## config.mk

```make
export PLATFORM = sky130hd
export DESIGN_NAME = adam_mem_prof
export DESIGN_NICKNAME = d
export VERILOG_FILES = /design/src/rtl/adam_mem_prof_pkg.sv /design/src/rtl/adam_mem_prof_chan.sv /design/src/rtl/adam_mem_prof.sv
export SDC_FILE = /design/constraint.sdc
export NUM_CORES = 1
export LEC_CHECK = 0
export CORE_MARGIN = 4
export CORE_UTILIZATION = 60
export DETAILED_ROUTE_END_ITERATION = 12
export HOLD_SLACK_MARGIN = 0.15
export PLACE_DENSITY = 0.77
export SLEW_MARGIN = 20
export SYNTH_ARGS = -nofsm -noshare
export SYNTH_HDL_FRONTEND = slang
export SYNTH_SLANG_ARGS = --single-unit
```

## constraint.sdc

```tcl
create_clock -name clk -period 6.3 [get_ports clk]
set_input_delay 1.26 -clock clk [delete_from_list [all_inputs] [get_ports clk]]
set_output_delay 1.26 -clock clk [all_outputs]
set_load 0.05 [all_outputs]
```

## src/rtl/adam_mem_prof_pkg.sv

```systemverilog
// Shared types for the memory-traffic profiler: FSM state encoding and
// readout counter-select codes.
package adam_mem_prof_pkg;

    typedef enum logic [1:0] {
        ST_IDLE   = 2'd0,
        ST_WARMUP = 2'd1,
        ST_RUN    = 2'd2,
        ST_FROZEN = 2'd3
    } prof_state_e;

    typedef enum logic [1:0] {
        SEL_RD_OPS   = 2'd0,
        SEL_WR_OPS   = 2'd1,
        SEL_RD_BYTES = 2'd2,
        SEL_WR_BYTES = 2'd3
    } rd_sel_e;

endpackage

```

## src/rtl/adam_mem_prof_chan.sv

```systemverilog
// Purpose: per-port read/write op and byte counters (ADAM_MEM_PROF_SAT_EN selects saturate vs wrap).
// Latency: counters update on the clock edge closing a counted cycle.
// Backpressure: none; passive monitor, never stalls the observed port.
module adam_mem_prof_chan #(
    parameter int STRB_WIDTH = 4,
    parameter int CNT_WIDTH  = 32
) (
    input  logic                  clk,
    input  logic                  rst_n,
    input  logic                  cnt_en,
    input  logic                  clr,
    input  logic                  req,
    input  logic                  we,
    input  logic [STRB_WIDTH-1:0] be,
    output logic [CNT_WIDTH-1:0]  rd_ops,
    output logic [CNT_WIDTH-1:0]  wr_ops,
    output logic [CNT_WIDTH-1:0]  rd_bytes,
    output logic [CNT_WIDTH-1:0]  wr_bytes,
    output logic                  overflow
);

    // Returns {overflowed, result}; in wrap builds the top bit is always 0.
    function automatic logic [CNT_WIDTH:0] acc(input logic [CNT_WIDTH-1:0] a,
                                               input logic [CNT_WIDTH-1:0] b);
        logic [CNT_WIDTH:0] s;
        s = {1'b0, a} + {1'b0, b};
`ifdef ADAM_MEM_PROF_SAT_EN
        if (s[CNT_WIDTH]) begin
            s = {1'b1, {CNT_WIDTH{1'b1}}};
        end
`else
        s[CNT_WIDTH] = 1'b0;
`endif
        return s;
    endfunction

    logic                 rd_hit;
    logic                 wr_hit;
    logic                 ovf_hit;
    logic [CNT_WIDTH-1:0] be_cnt;
    logic [CNT_WIDTH:0]   rd_ops_n;
    logic [CNT_WIDTH:0]   wr_ops_n;
    logic [CNT_WIDTH:0]   rd_bytes_n;
    logic [CNT_WIDTH:0]   wr_bytes_n;

    assign rd_hit = cnt_en & req & ~we;
    assign wr_hit = cnt_en & req & we;

    always_comb begin
        be_cnt = '0;
        for (int i = 0; i < STRB_WIDTH; i++) begin
            be_cnt = be_cnt + CNT_WIDTH'(be[i]);
        end
    end

    always_comb begin
        rd_ops_n   = acc(rd_ops, CNT_WIDTH'(1));
        wr_ops_n   = acc(wr_ops, CNT_WIDTH'(1));
        rd_bytes_n = acc(rd_bytes, CNT_WIDTH'(STRB_WIDTH));
        wr_bytes_n = acc(wr_bytes, be_cnt);
        ovf_hit    = (rd_hit & (rd_ops_n[CNT_WIDTH] | rd_bytes_n[CNT_WIDTH])) |
                     (wr_hit & (wr_ops_n[CNT_WIDTH] | wr_bytes_n[CNT_WIDTH]));
    end

    always_ff @(posedge clk or negedge rst_n) begin
        if (!rst_n) begin
            rd_ops   <= '0;
            wr_ops   <= '0;
            rd_bytes <= '0;
            wr_bytes <= '0;
            overflow <= 1'b0;
        end else if (clr) begin
            rd_ops   <= '0;
            wr_ops   <= '0;
            rd_bytes <= '0;
            wr_bytes <= '0;
            overflow <= 1'b0;
        end else begin
            if (rd_hit) begin
                rd_ops   <= rd_ops_n[CNT_WIDTH-1:0];
                rd_bytes <= rd_bytes_n[CNT_WIDTH-1:0];
            end
            if (wr_hit) begin
                wr_ops   <= wr_ops_n[CNT_WIDTH-1:0];
                wr_bytes <= wr_bytes_n[CNT_WIDTH-1:0];
            end
            if (ovf_hit) begin
                overflow <= 1'b1;
            end
        end
    end

endmodule

```

## src/rtl/adam_mem_prof.sv

```systemverilog
// Purpose: multi-port memory traffic profiler with warm-up/run/freeze FSM (ADAM_MEM_PROF_SAT_EN: saturating counters).
// Latency: rd_data/rd_valid one cycle after rd_req; counters reflect a RUN cycle one edge later.
// Backpressure: none; readout always accepted, monitored ports are never stalled.
module adam_mem_prof
    import adam_mem_prof_pkg::*;
#(
    parameter int NO_CHANNELS   = 2,
    parameter int STRB_WIDTH    = 4,
    parameter int CNT_WIDTH     = 32,
    parameter int WARMUP_CYCLES = 100000,
    localparam int CH_W = (NO_CHANNELS > 1) ? $clog2(NO_CHANNELS) : 1
) (
    input  logic                              clk,
    input  logic                              rst_n,
    input  logic                              start,
    input  logic                              stop,
    input  logic                              clear,
    input  logic [NO_CHANNELS-1:0]            mon_req,
    input  logic [NO_CHANNELS-1:0]            mon_we,
    input  logic [NO_CHANNELS*STRB_WIDTH-1:0] mon_be,
    input  logic                              rd_req,
    input  logic [CH_W-1:0]                   rd_ch,
    input  logic [1:0]                        rd_sel,
    output logic [CNT_WIDTH-1:0]              rd_data,
    output logic                              rd_valid,
    output logic [1:0]                        state,
    output logic [CNT_WIDTH-1:0]              run_cycles,
    output logic [NO_CHANNELS-1:0]            overflow
);

    localparam int WU_W = (WARMUP_CYCLES > 1) ? $clog2(WARMUP_CYCLES) : 1;
    localparam logic [WU_W-1:0] WU_LAST = (WARMUP_CYCLES > 0) ? WU_W'(WARMUP_CYCLES - 1) : '0;

    prof_state_e          state_q;
    prof_state_e          state_d;
    logic [WU_W-1:0]      wu_cnt;
    logic                 cnt_en;
    logic [CNT_WIDTH-1:0] rd_mux;

    logic [CNT_WIDTH-1:0] ch_rd_ops   [NO_CHANNELS];
    logic [CNT_WIDTH-1:0] ch_wr_ops   [NO_CHANNELS];
    logic [CNT_WIDTH-1:0] ch_rd_bytes [NO_CHANNELS];
    logic [CNT_WIDTH-1:0] ch_wr_bytes [NO_CHANNELS];

    // Priority clear > stop > start; illegal-state requests simply hold.
    always_comb begin
        state_d = state_q;
        if (clear) begin
            state_d = ST_IDLE;
        end else begin
            case (state_q)
                ST_IDLE: begin
                    if (start) begin
                        state_d = (WARMUP_CYCLES == 0) ? ST_RUN : ST_WARMUP;
                    end
                end
                ST_WARMUP: begin
                    if (stop) begin
                        state_d = ST_FROZEN;
                    end else if (wu_cnt == WU_LAST) begin
                        state_d = ST_RUN;
                    end
                end
                ST_RUN: begin
                    if (stop) begin
                        state_d = ST_FROZEN;
                    end
                end
                ST_FROZEN: begin
                    if (start) begin
                        state_d = ST_RUN;
                    end
                end
                default: state_d = ST_IDLE;
            endcase
        end
    end

    always_ff @(posedge clk or negedge rst_n) begin
        if (!rst_n) begin
            state_q <= ST_IDLE;
        end else begin
            state_q <= state_d;
        end
    end

    always_ff @(posedge clk or negedge rst_n) begin
        if (!rst_n) begin
            wu_cnt <= '0;
        end else if (state_q == ST_WARMUP && state_d == ST_WARMUP) begin
            wu_cnt <= wu_cnt + WU_W'(1);
        end else begin
            wu_cnt <= '0;
        end
    end

    assign state  = state_q;
    assign cnt_en = (state_q == ST_RUN) && !clear;

    always_ff @(posedge clk or negedge rst_n) begin
        if (!rst_n) begin
            run_cycles <= '0;
        end else if (clear) begin
            run_cycles <= '0;
        end else if (state_q == ST_RUN) begin
`ifdef ADAM_MEM_PROF_SAT_EN
            if (run_cycles != '1) begin
                run_cycles <= run_cycles + CNT_WIDTH'(1);
            end
`else
            run_cycles <= run_cycles + CNT_WIDTH'(1);
`endif
        end
    end

    for (genvar g = 0; g < NO_CHANNELS; g++) begin : g_chan
        adam_mem_prof_chan #(
            .STRB_WIDTH (STRB_WIDTH),
            .CNT_WIDTH  (CNT_WIDTH)
        ) u_chan (
            .clk      (clk),
            .rst_n    (rst_n),
            .cnt_en   (cnt_en),
            .clr      (clear),
            .req      (mon_req[g]),
            .we       (mon_we[g]),
            .be       (mon_be[g*STRB_WIDTH +: STRB_WIDTH]),
            .rd_ops   (ch_rd_ops[g]),
            .wr_ops   (ch_wr_ops[g]),
            .rd_bytes (ch_rd_bytes[g]),
            .wr_bytes (ch_wr_bytes[g]),
            .overflow (overflow[g])
        );
    end

    // Out-of-range channels match no loop iteration and read back as zero.
    always_comb begin
        rd_mux = '0;
        for (int i = 0; i < NO_CHANNELS; i++) begin
            if (int'(rd_ch) == i) begin
                case (rd_sel)
                    SEL_RD_OPS:   rd_mux = ch_rd_ops[i];
                    SEL_WR_OPS:   rd_mux = ch_wr_ops[i];
                    SEL_RD_BYTES: rd_mux = ch_rd_bytes[i];
                    default:      rd_mux = ch_wr_bytes[i];
                endcase
            end
        end
    end

    always_ff @(posedge clk or negedge rst_n) begin
        if (!rst_n) begin
            rd_data  <= '0;
            rd_valid <= 1'b0;
        end else begin
            rd_valid <= rd_req;
            if (rd_req) begin
                rd_data <= rd_mux;
            end
        end
    end

endmodule

```

==> results of run 1 <==
-- worst max-delay path by stage --
| stage | startpoint | end | slack (ps) | cells after the start |
|---|---|---|---|---|
| 6_report | mon_be[0] | g_chan[0].u_chan.wr_bytes[30] | 2310 | 13 |
| 5_1_grt | mon_be[5] | g_chan[1].u_chan.wr_bytes[18] | 2160 | 13 |
| 4_1_cts | mon_be[0] | g_chan[0].u_chan.wr_bytes[30] | 2360 | 13 |
| 3_5_place_dp | mon_be[0] | g_chan[0].u_chan.wr_bytes[30] | 1810 | 13 |
| 3_3_place_gp | mon_be[0] | g_chan[0].u_chan.wr_bytes[30] | 1840 | 13 |
| 2_1_floorplan | mon_be[0] | g_chan[0].u_chan.wr_bytes[30] | 2490 | 12 |
-- per-layer routing --
layer / share of wire, % / global-route usage, %
met5: 0 / 0
met4: 3.7 / 10.28
met3: 7.4 / 6.324
met2: 46 / 44.36
met1: 43 / 40.06
-- synthesized netlist by cell type (all sizes together) (5+ instances only) --
cell,instances
xnor2,123
nand3b,16
inv,54
nand3,97
nor3b,5
nor2b,17
nor2,310
nand4,84
nand4b,5
mux4,46
and3,35
o211ai,19
a31oi,9
mux2i,36
and4,27
ha,18
clkbuf,81
o31ai,10
and2,18
dfrtp,336
nor4b,6
nor4,55
nand2b,7
or4,16
xor2,102
nand2,127
mux2,13
o21ai,60
a21oi,79
buf,28
nor3,58
or2,6
a21o,6
or3,42
-- per-stage QoR --
step | util [%] | total power, W
after detailed placement | 64.75 | 0.002556
after global placement | 64.75 | 0.002553
after floorplan | - | 0.002421
final | 68.76 | 0.004701
after global routing | 68.76 | 0.004852
after CTS | 68.76 | 0.004727
-- where the power goes --
group          total [W]  leakage, nW  switching (W)  internal [W]
clock network    0.00218        0.611       0.000885       0.00130
registers        0.00220         4.64      0.0000214       0.00218
logic           0.000318         3.27       0.000227     0.0000911
-- area by class of cell --
class	count	area [sq um]
tap	396	495.5
inverter	54	202.7
timing repair buffer	104	1016
fill	2334	9632
multi-input combinational	1474	9841
clock inverter	7	37.54
clock buffer	60	1197
sequential	336	8408
-- registers in the layout (all words and copies together), names as in the netlist --
signal,cells
g_chan.u_chan.rd_bytes,60
rd_data,32
rd_valid,1
run_cycles,32
g_chan.u_chan.rd_ops,64
state,2
g_chan.u_chan.wr_bytes,64
g_chan.u_chan.wr_ops,64
wu_cnt,17
-- kinds of logic (layout without fill, tap and decap cells) --
logic type | Yosys count | count (layout) | share of synthesized area (%)
AOI/OAI and AO/OA | 191 | 191 | 5.743
xor gates and xnor gates | 225 | 225 | 10.43
adders and majority gates | 22 | 22 | 1.616
buffers and inverters | 163 | 225 | 3.411
DFF | 336 | 336 | 44.51
muxes | 95 | 95 | 8.167
other | 1 | 2 | 0.01985
and+or+nand+nor | 939 | 939 | 26.10
==> PnR_summary.wiki, run 1 <==
{| class="wikitable"
! Metric !! Value
|-
| Destination of the worst hold path || wu_cnt[0]
|-
| Horizontal die dimension || 185.4 um
|-
| Power density relative to cell area || 221.8 nW/um^2
|-
| Hold Path Origin || wu_cnt[0]
|-
| Number of cells after detailed placement || 2364
|-
| Maximum fanout count along the critical path || 10
|-
| Post-Syn Instances || 1972
|-
| Yosys cell types || 61
|-
| Die Area || 34380 sq um
|-
| Leakage power figure || 8.522 nW
|-
| Highest-delay cell along the critical path || sky130_fd_sc_hd__or3_1
|-
| CTS tree || built
|-
| Worst path cell trace || clkdlybuf4s50_1 -> ha_1 -> inv_1 -> fa_1 -> inv_1 -> ha_1 -> inv_1 -> fa_1 -> nor2b_1 -> nor2_1 -> or3_1 -> or3_1 -> a21oi_1
|-
| Initial core utilization || 61.27%
|-
| Critical path class || in2reg
|-
| Mean cell area of the mapped netlist || 9.579 sq um
|-
| Top-area cell type share of the netlist area || 44.51%
|-
| Remaining routing DRC violations || 0
|-
| Die Y || 185.4 um
|-
| Fraction of registers with async set or reset after synthesis || 100.0%
|-
| Max-cap violation count || 0
|-
| WL final || 48090 um
|-
| Slew headroom || 34.90%
|-
| Post CTS Setup Buffer Count || 0
|-
| Count of antenna-violating nets left after detailed routing || 0
|-
| Wire length of the first global-routing pass || 79150 um
|-
| Endpoint of the most critical register-to-register path || g_chan[0].u_chan.wr_bytes[30]
|-
| Most used flip-flop cell after synthesis || sky130_fd_sc_hd__dfrtp_1
|-
| Synth area leader || sky130_fd_sc_hd__dfrtp_1
|-
| Start of the worst register-to-register path || g_chan[0].u_chan.wr_bytes[0]
|-
| Overall track demand over capacity in global routing || 28.60%
|-
| Most frequent standard cell in the layout excluding fill and tap cells || sky130_fd_sc_hd__dfrtp_1
|-
| Count of pins over their slew limit || 0
|-
| Non-filler instance count after layout || 2431
|-
| Layout-stage area growth over the synthesis result || 12.22%
|-
| Share of layout cells above drive strength 1 || 8.403%
|-
| Most frequent cells in the layout || sky130_fd_sc_hd__dfrtp_1 (336), sky130_fd_sc_hd__nor2_1 (309), sky130_fd_sc_hd__nand2_1 (127), sky130_fd_sc_hd__xnor2_1 (123), sky130_fd_sc_hd__xor2_1 (102)
|-
| Layout Nets || 2051
|-
| Placed Instance Area || 19960 sq um
|-
| Worst hold margin || 496.1 ps
|-
| Worst-path clk slew || 60 ps
|-
| Least-Margin Pin Slew || 967.6 ps
|-
| Worst endpoint required time || 6750 ps
|-
| Register bit total from synthesis || 336
|-
| Post-DR vias/cell || 6.199
|-
| Worst r2r path cells || 11
|-
| Slack of the critical path || 2306 ps
|-
| Share of the yosys chip area belonging to registers || 44.51%
|-
| DRC violation total after the first TritonRoute iteration || 1237
|-
| Final global-route overflow total || 0
|-
| Number of global-route vias before repair || 14770
|-
| Number of core rows || 64
|-
| Share of the cycle needed by the critical path after routing || 63.40%
|-
| Clock skew after layout || 19.51 ps
|-
| Weighted congestion reported at the end of routability-driven placement || 0.8792
|-
| TritonCTS Sinks || 336
|-
| I/O pin count || 90
|-
| Largest net degree at the start of global routing || 197
|-
| Family of cells with the greatest summed delay on the critical path || adder cells
|-
| Setup-violating endpoint count in the final report || 0
|-
| Worst-case vdd ir drop || 262.8 uV
|-
| Skew-Pair Late Insertion Delay || 530 ps
|-
| Setup slack of the worst register-to-register path || 3340 ps
|-
| Quantity of hold-fixing buffers added after cts || 0
|-
| Port bufs || 87
|-
| Number of antenna violations at the first check in global routing || 0
|-
| Status || completed
|-
| Critical Path Max Stage Delay || 440 ps
|-
| Depth of the CTS H-tree || 2
|-
| Startpoint types || input pin
|-
| Cts repair resizes || 0
|-
| Endpoint type of the worst setup path || flip-flop
|-
| Crit-path most repeated cell || sky130_fd_sc_hd__inv_1
|-
| Buffer depth of the longest clock path || 3
|-
| Count of buffer and inverter cells on the critical path || 4
|-
| Count of vias placed by the detailed router || 15070
|-
| Number of diodes || 0
|-
| Worst endpoint data arrival time || 4450 ps
|-
| Setup repair after global routing missed its margin || false
|-
| Yosys warns || 0
|-
| Hpwl dp || 32930 um
|-
| TritonCTS buffer count || 38
|-
| Post-Layout Inst Area || 21200 sq um
|-
| Endpoints failing hold || 0
|-
| Hold Path Cell Cnt || 1
|-
| Netlist area before placement || 18890 sq um
|-
| Post-layout min period || 3994 ps
|-
| Top cells by area in the synthesized netlist || sky130_fd_sc_hd__dfrtp_1 (45%), sky130_fd_sc_hd__nor2_1 (6.1%), sky130_fd_sc_hd__xnor2_1 (5.7%), sky130_fd_sc_hd__mux4_2 (5.5%), sky130_fd_sc_hd__xor2_1 (4.7%)
|-
| Number of flops mapped to enable cells by yosys || 0
|-
| First drt pass iteration count || 6
|-
| Path type of the worst min-delay path || reg2reg
|-
| Final total negative setup slack || 0 ps
|-
| Core box area || 30830 sq um
|-
| Maximum clock frequency || 250.3 MHz
|-
| Clock root buffer master || sky130_fd_sc_hd__clkbuf_16
|-
| Post-placement setup slack || 1806 ps
|-
| Routed length per placed instance || 19.78 um
|}
Note: power is estimated with default switching activity, not from simulation.
==> run 2: changes to the inputs <==
==> constraint.sdc (replaced) <==
create_clock -name clk -period 4.2 [get_ports clk]
set_input_delay 0.84 -clock clk [delete_from_list [all_inputs] [get_ports clk]]
set_output_delay 0.84 -clock clk [all_outputs]
set_load 0.05 [all_outputs]
==> run 2 against run 1 <==
Against the previous run:
- count of clock-buffer cells in the layout grew 3
- wire length grew 4.1%
- setup slack lost 1600 ps
- critical path type unchanged
- largest power group is now the clock network
==> PnR_summary.wiki, run 2 (synthesized netlist as in run 1, its figures left out) <==
{| class="wikitable"
! Metric !! Value
|-
| Status || completed (unchanged)
|-
| Core box area || 30830 sq um (unchanged)
|-
| I/O pin count || 90 (unchanged)
|-
| Number of core rows || 64 (unchanged)
|-
| Endpoint type of the worst setup path || flip-flop (unchanged)
|-
| Switching share of power || 23.86% (was 24.09%)
|-
| Layout Nets || 2071 (was 2051)
|-
| Final total negative setup slack || 0 ps (unchanged)
|-
| Startpoint types || input pin (unchanged)
|-
| Routed length per placed instance || 20.41 um (was 19.78 um)
|-
| Number of antenna violations at the first check in global routing || 0 (unchanged)
|-
| Worst r2r path cells || 6 (was 11)
|-
| Largest net degree at the start of global routing || 82 (was 197)
|-
| Maximum clock frequency || 284.6 MHz
|-
| Endpoint of the most critical register-to-register path || g_chan[1].u_chan.wr_ops[31] (was g_chan[0].u_chan.wr_bytes[30])
|-
| Port bufs || 87 (unchanged)
|-
| Least-Margin Pin Slew || 1042 ps (was 967.6 ps)
|-
| Depth of the CTS H-tree || 2 (unchanged)
|-
| DRC violation total after the first TritonRoute iteration || 1477 (was 1237)
|-
| Setup repair after global routing missed its margin || false (unchanged)
|-
| Overall track demand over capacity in global routing || 29.48% (was 28.60%)
|-
| TritonCTS buffer count || 38 (unchanged)
|-
| CTS tree || built (unchanged)
|-
| Worst-path clk slew || 60 ps (about the same)
|-
| Share of total power in sequential cells || 45.7% (was 46.8%)
|-
| Share of layout cells above drive strength 1 || 9.237% (was 8.403%)
|-
| Number of global-route vias before repair || 15070 (was 14770)
|-
| Combinational group share of total power || 6.9% (was 6.8%)
|-
| Worst endpoint required time || 4580 ps (was 6750 ps)
|-
| Power density relative to cell area || 337.1 nW/um^2 (was 221.8 nW/um^2)
|-
| First drt pass iteration count || 5 (was 6)
|-
| Max-cap violation count || 0 (unchanged)
|-
| Most frequent standard cell in the layout excluding fill and tap cells || sky130_fd_sc_hd__dfrtp_1 (unchanged)
|-
| Remaining routing DRC violations || 0 (unchanged)
|-
| Share of the cycle needed by the critical path after routing || 83.66%
|-
| Endpoints failing hold || 0 (unchanged)
|-
| Buffer depth of the longest clock path || 3 (unchanged)
|-
| Clock Power Share || 47.4% (was 46.5%)
|-
| Critical path class || in2reg (unchanged)
|-
| Internal power consumption || 0.005493 W (was 0.003569 W)
|-
| Post-DR vias/cell || 6.325 (was 6.199)
|-
| Cts repair resizes || 0 (unchanged)
|-
| WL final || 50060 um (was 48090 um)
|-
| Count of antenna-violating nets left after detailed routing || 0 (unchanged)
|-
| Path type of the worst min-delay path || in2async (was reg2reg)
|-
| Count of pins over their slew limit || 0 (unchanged)
|-
| CP endpoint || g_chan[1].u_chan.wr_bytes[30] (was g_chan[0].u_chan.wr_bytes[30])
|-
| Post-layout min period || 3514 ps
|-
| TritonCTS Sinks || 336 (unchanged)
|-
| Skew-Pair Late Insertion Delay || 530 ps (about the same)
|-
| Number of cells after detailed placement || 2384 (was 2364)
|-
| Clock root buffer master || sky130_fd_sc_hd__clkbuf_16 (unchanged)
|-
| Count of vias placed by the detailed router || 15520 (was 15070)
|-
| Setup slack of the worst register-to-register path || 1150 ps (was 3340 ps)
|-
| Worst-case vdd ir drop || 259.8 uV (was 262.8 uV)
|-
| Net switching component of the power || 0.001721 W (was 0.001133 W)
|-
| Final global-route overflow total || 0 (unchanged)
|-
| Post CTS Setup Buffer Count || 0 (unchanged)
|-
| Number of diodes || 0 (unchanged)
|-
| Worst endpoint data arrival time || 3900 ps (was 4450 ps)
|-
| Critical path origin || mon_be[4] (was mon_be[0])
|-
| Wire length of the first global-routing pass || 81120 um (was 79150 um)
|-
| Horizontal die dimension || 185.4 um (unchanged)
|-
| Die Y || 185.4 um (unchanged)
|-
| Layout-stage area growth over the synthesis result || 13.31% (was 12.22%)
|-
| Leakage power figure || 8.640 nW (was 8.522 nW)
|-
| Weighted congestion reported at the end of routability-driven placement || 0.9172 (was 0.8792)
|-
| Die Area || 34380 sq um (unchanged)
|-
| Hpwl dp || 35160 um (was 32930 um)
|-
| Slew headroom || 29.92% (was 34.90%)
|-
| Setup-violating endpoint count in the final report || 0 (unchanged)
|-
| Maximum fanout count along the critical path || 7 (was 10)
|-
| Start of the worst register-to-register path || state[1] (was g_chan[0].u_chan.wr_bytes[0])
|-
| Non-filler instance count after layout || 2453 (was 2431)
|-
| Most frequent cells in the layout || sky130_fd_sc_hd__dfrtp_1 (336), sky130_fd_sc_hd__nor2_1 (309), sky130_fd_sc_hd__nand2_1 (127), sky130_fd_sc_hd__xnor2_1 (123), sky130_fd_sc_hd__xor2_1 (102) (unchanged)
|-
| Regs by FF count || g_chan.u_chan.rd_ops (64), g_chan.u_chan.wr_bytes (64), g_chan.u_chan.wr_ops (64) (unchanged)
|-
| Initial core utilization || 61.27% (unchanged)
|-
| Quantity of hold-fixing buffers added after cts || 0 (unchanged)
|-
| Clock skew after layout || 14.41 ps (was 19.51 ps)
|}
-- run 2: cell types whose count changed in the layout (fill, tap and decap cells not counted) --
cell                         previous run  this run
sky130_fd_sc_hd__bufinv_16              0         2
sky130_fd_sc_hd__clkinvlp_4             1         0
sky130_fd_sc_hd__buf_2                  3         2
sky130_fd_sc_hd__buf_4                 16        37
sky130_fd_sc_hd__clkbuf_1               9        12
sky130_fd_sc_hd__clkinv_2               6         4
-- run 2: how the worst min path moves through the flow --
stage / slack, ps / endpoint / start
2_1_floorplan: 460 / wu_cnt[0] / wu_cnt[0]
3_3_place_gp: 470 / wu_cnt[0] / wu_cnt[0]
3_5_place_dp: 480 / wu_cnt[0] / wu_cnt[0]
4_1_cts: 340 / g_chan[0].u_chan.rd_bytes[26] / rst_n
5_1_grt: 350 / g_chan[0].u_chan.rd_bytes[27] / rst_n
6_report: 330 / g_chan[0].u_chan.rd_bytes[27] / rst_n
-- run 2: final cells by class --
class / instances / area [sq um]
fillers: 2276 / 9425
well taps: 396 / 495.5
multi-input cells: 1474 / 9841
clock inverters: 6 / 80.08
repair buffers: 124 / 1169
flip-flops and latches: 336 / 8408
inverters: 54 / 202.7
clock buffers: 63 / 1209
-- run 2: power groups by stage --
stage	clock network (W)	logic, W	registers [W]
6_report	0.00342	0.000496	0.00330
5_1_grt	0.00359	0.000536	0.00330
4_1_cts	0.00345	0.000498	0.00330
3_5_place_dp	0	0.000493	0.00335
3_3_place_gp	0	0.000486	0.00335
2_1_floorplan	0	0.000198	0.00343
-- run 2: metrics by stage --
step | instance area, sq um | power (W) | utilization, % | hold WS (ps) | setup slack (ps)
floorplan | 18890 | 0.003632 | - | 455.2 | 806.1
global route | 21400 | 0.007426 | 69.43 | 352.1 | 521.7
finish | 21400 | 0.007214 | 69.43 | 326.0 | 686.4
detailed placement | 20110 | 0.003848 | 65.24 | 477.3 | 237.3
CTS | 21400 | 0.007250 | 69.42 | 336.1 | 703.4
global placement | 20110 | 0.003839 | 65.24 | 473.4 | 292.3
-- run 2: worst max-delay path, stage by stage --
cell and delay [ps]:
sky130_fd_sc_hd__clkdlybuf4s50_1 410, sky130_fd_sc_hd__ha_1 290, sky130_fd_sc_hd__inv_1 70, sky130_fd_sc_hd__fa_1 400
sky130_fd_sc_hd__inv_1 80, sky130_fd_sc_hd__ha_1 190, sky130_fd_sc_hd__inv_1 70, sky130_fd_sc_hd__fa_1 410
sky130_fd_sc_hd__nor2b_1 200, sky130_fd_sc_hd__o211ai_1 290, sky130_fd_sc_hd__nor4_1 440, sky130_fd_sc_hd__xnor2_1 160
sky130_fd_sc_hd__nor2_1 50
-- run 2: routing by layer --
metal  part of all wire [%]  track usage, %  up-vias
met4                    3.6           10.16        0
met2                     46           46.00      617
li1                       -               -     7079
met5                      0               0        -
met3                    7.6           5.263      105
met1                     43           42.11     7715
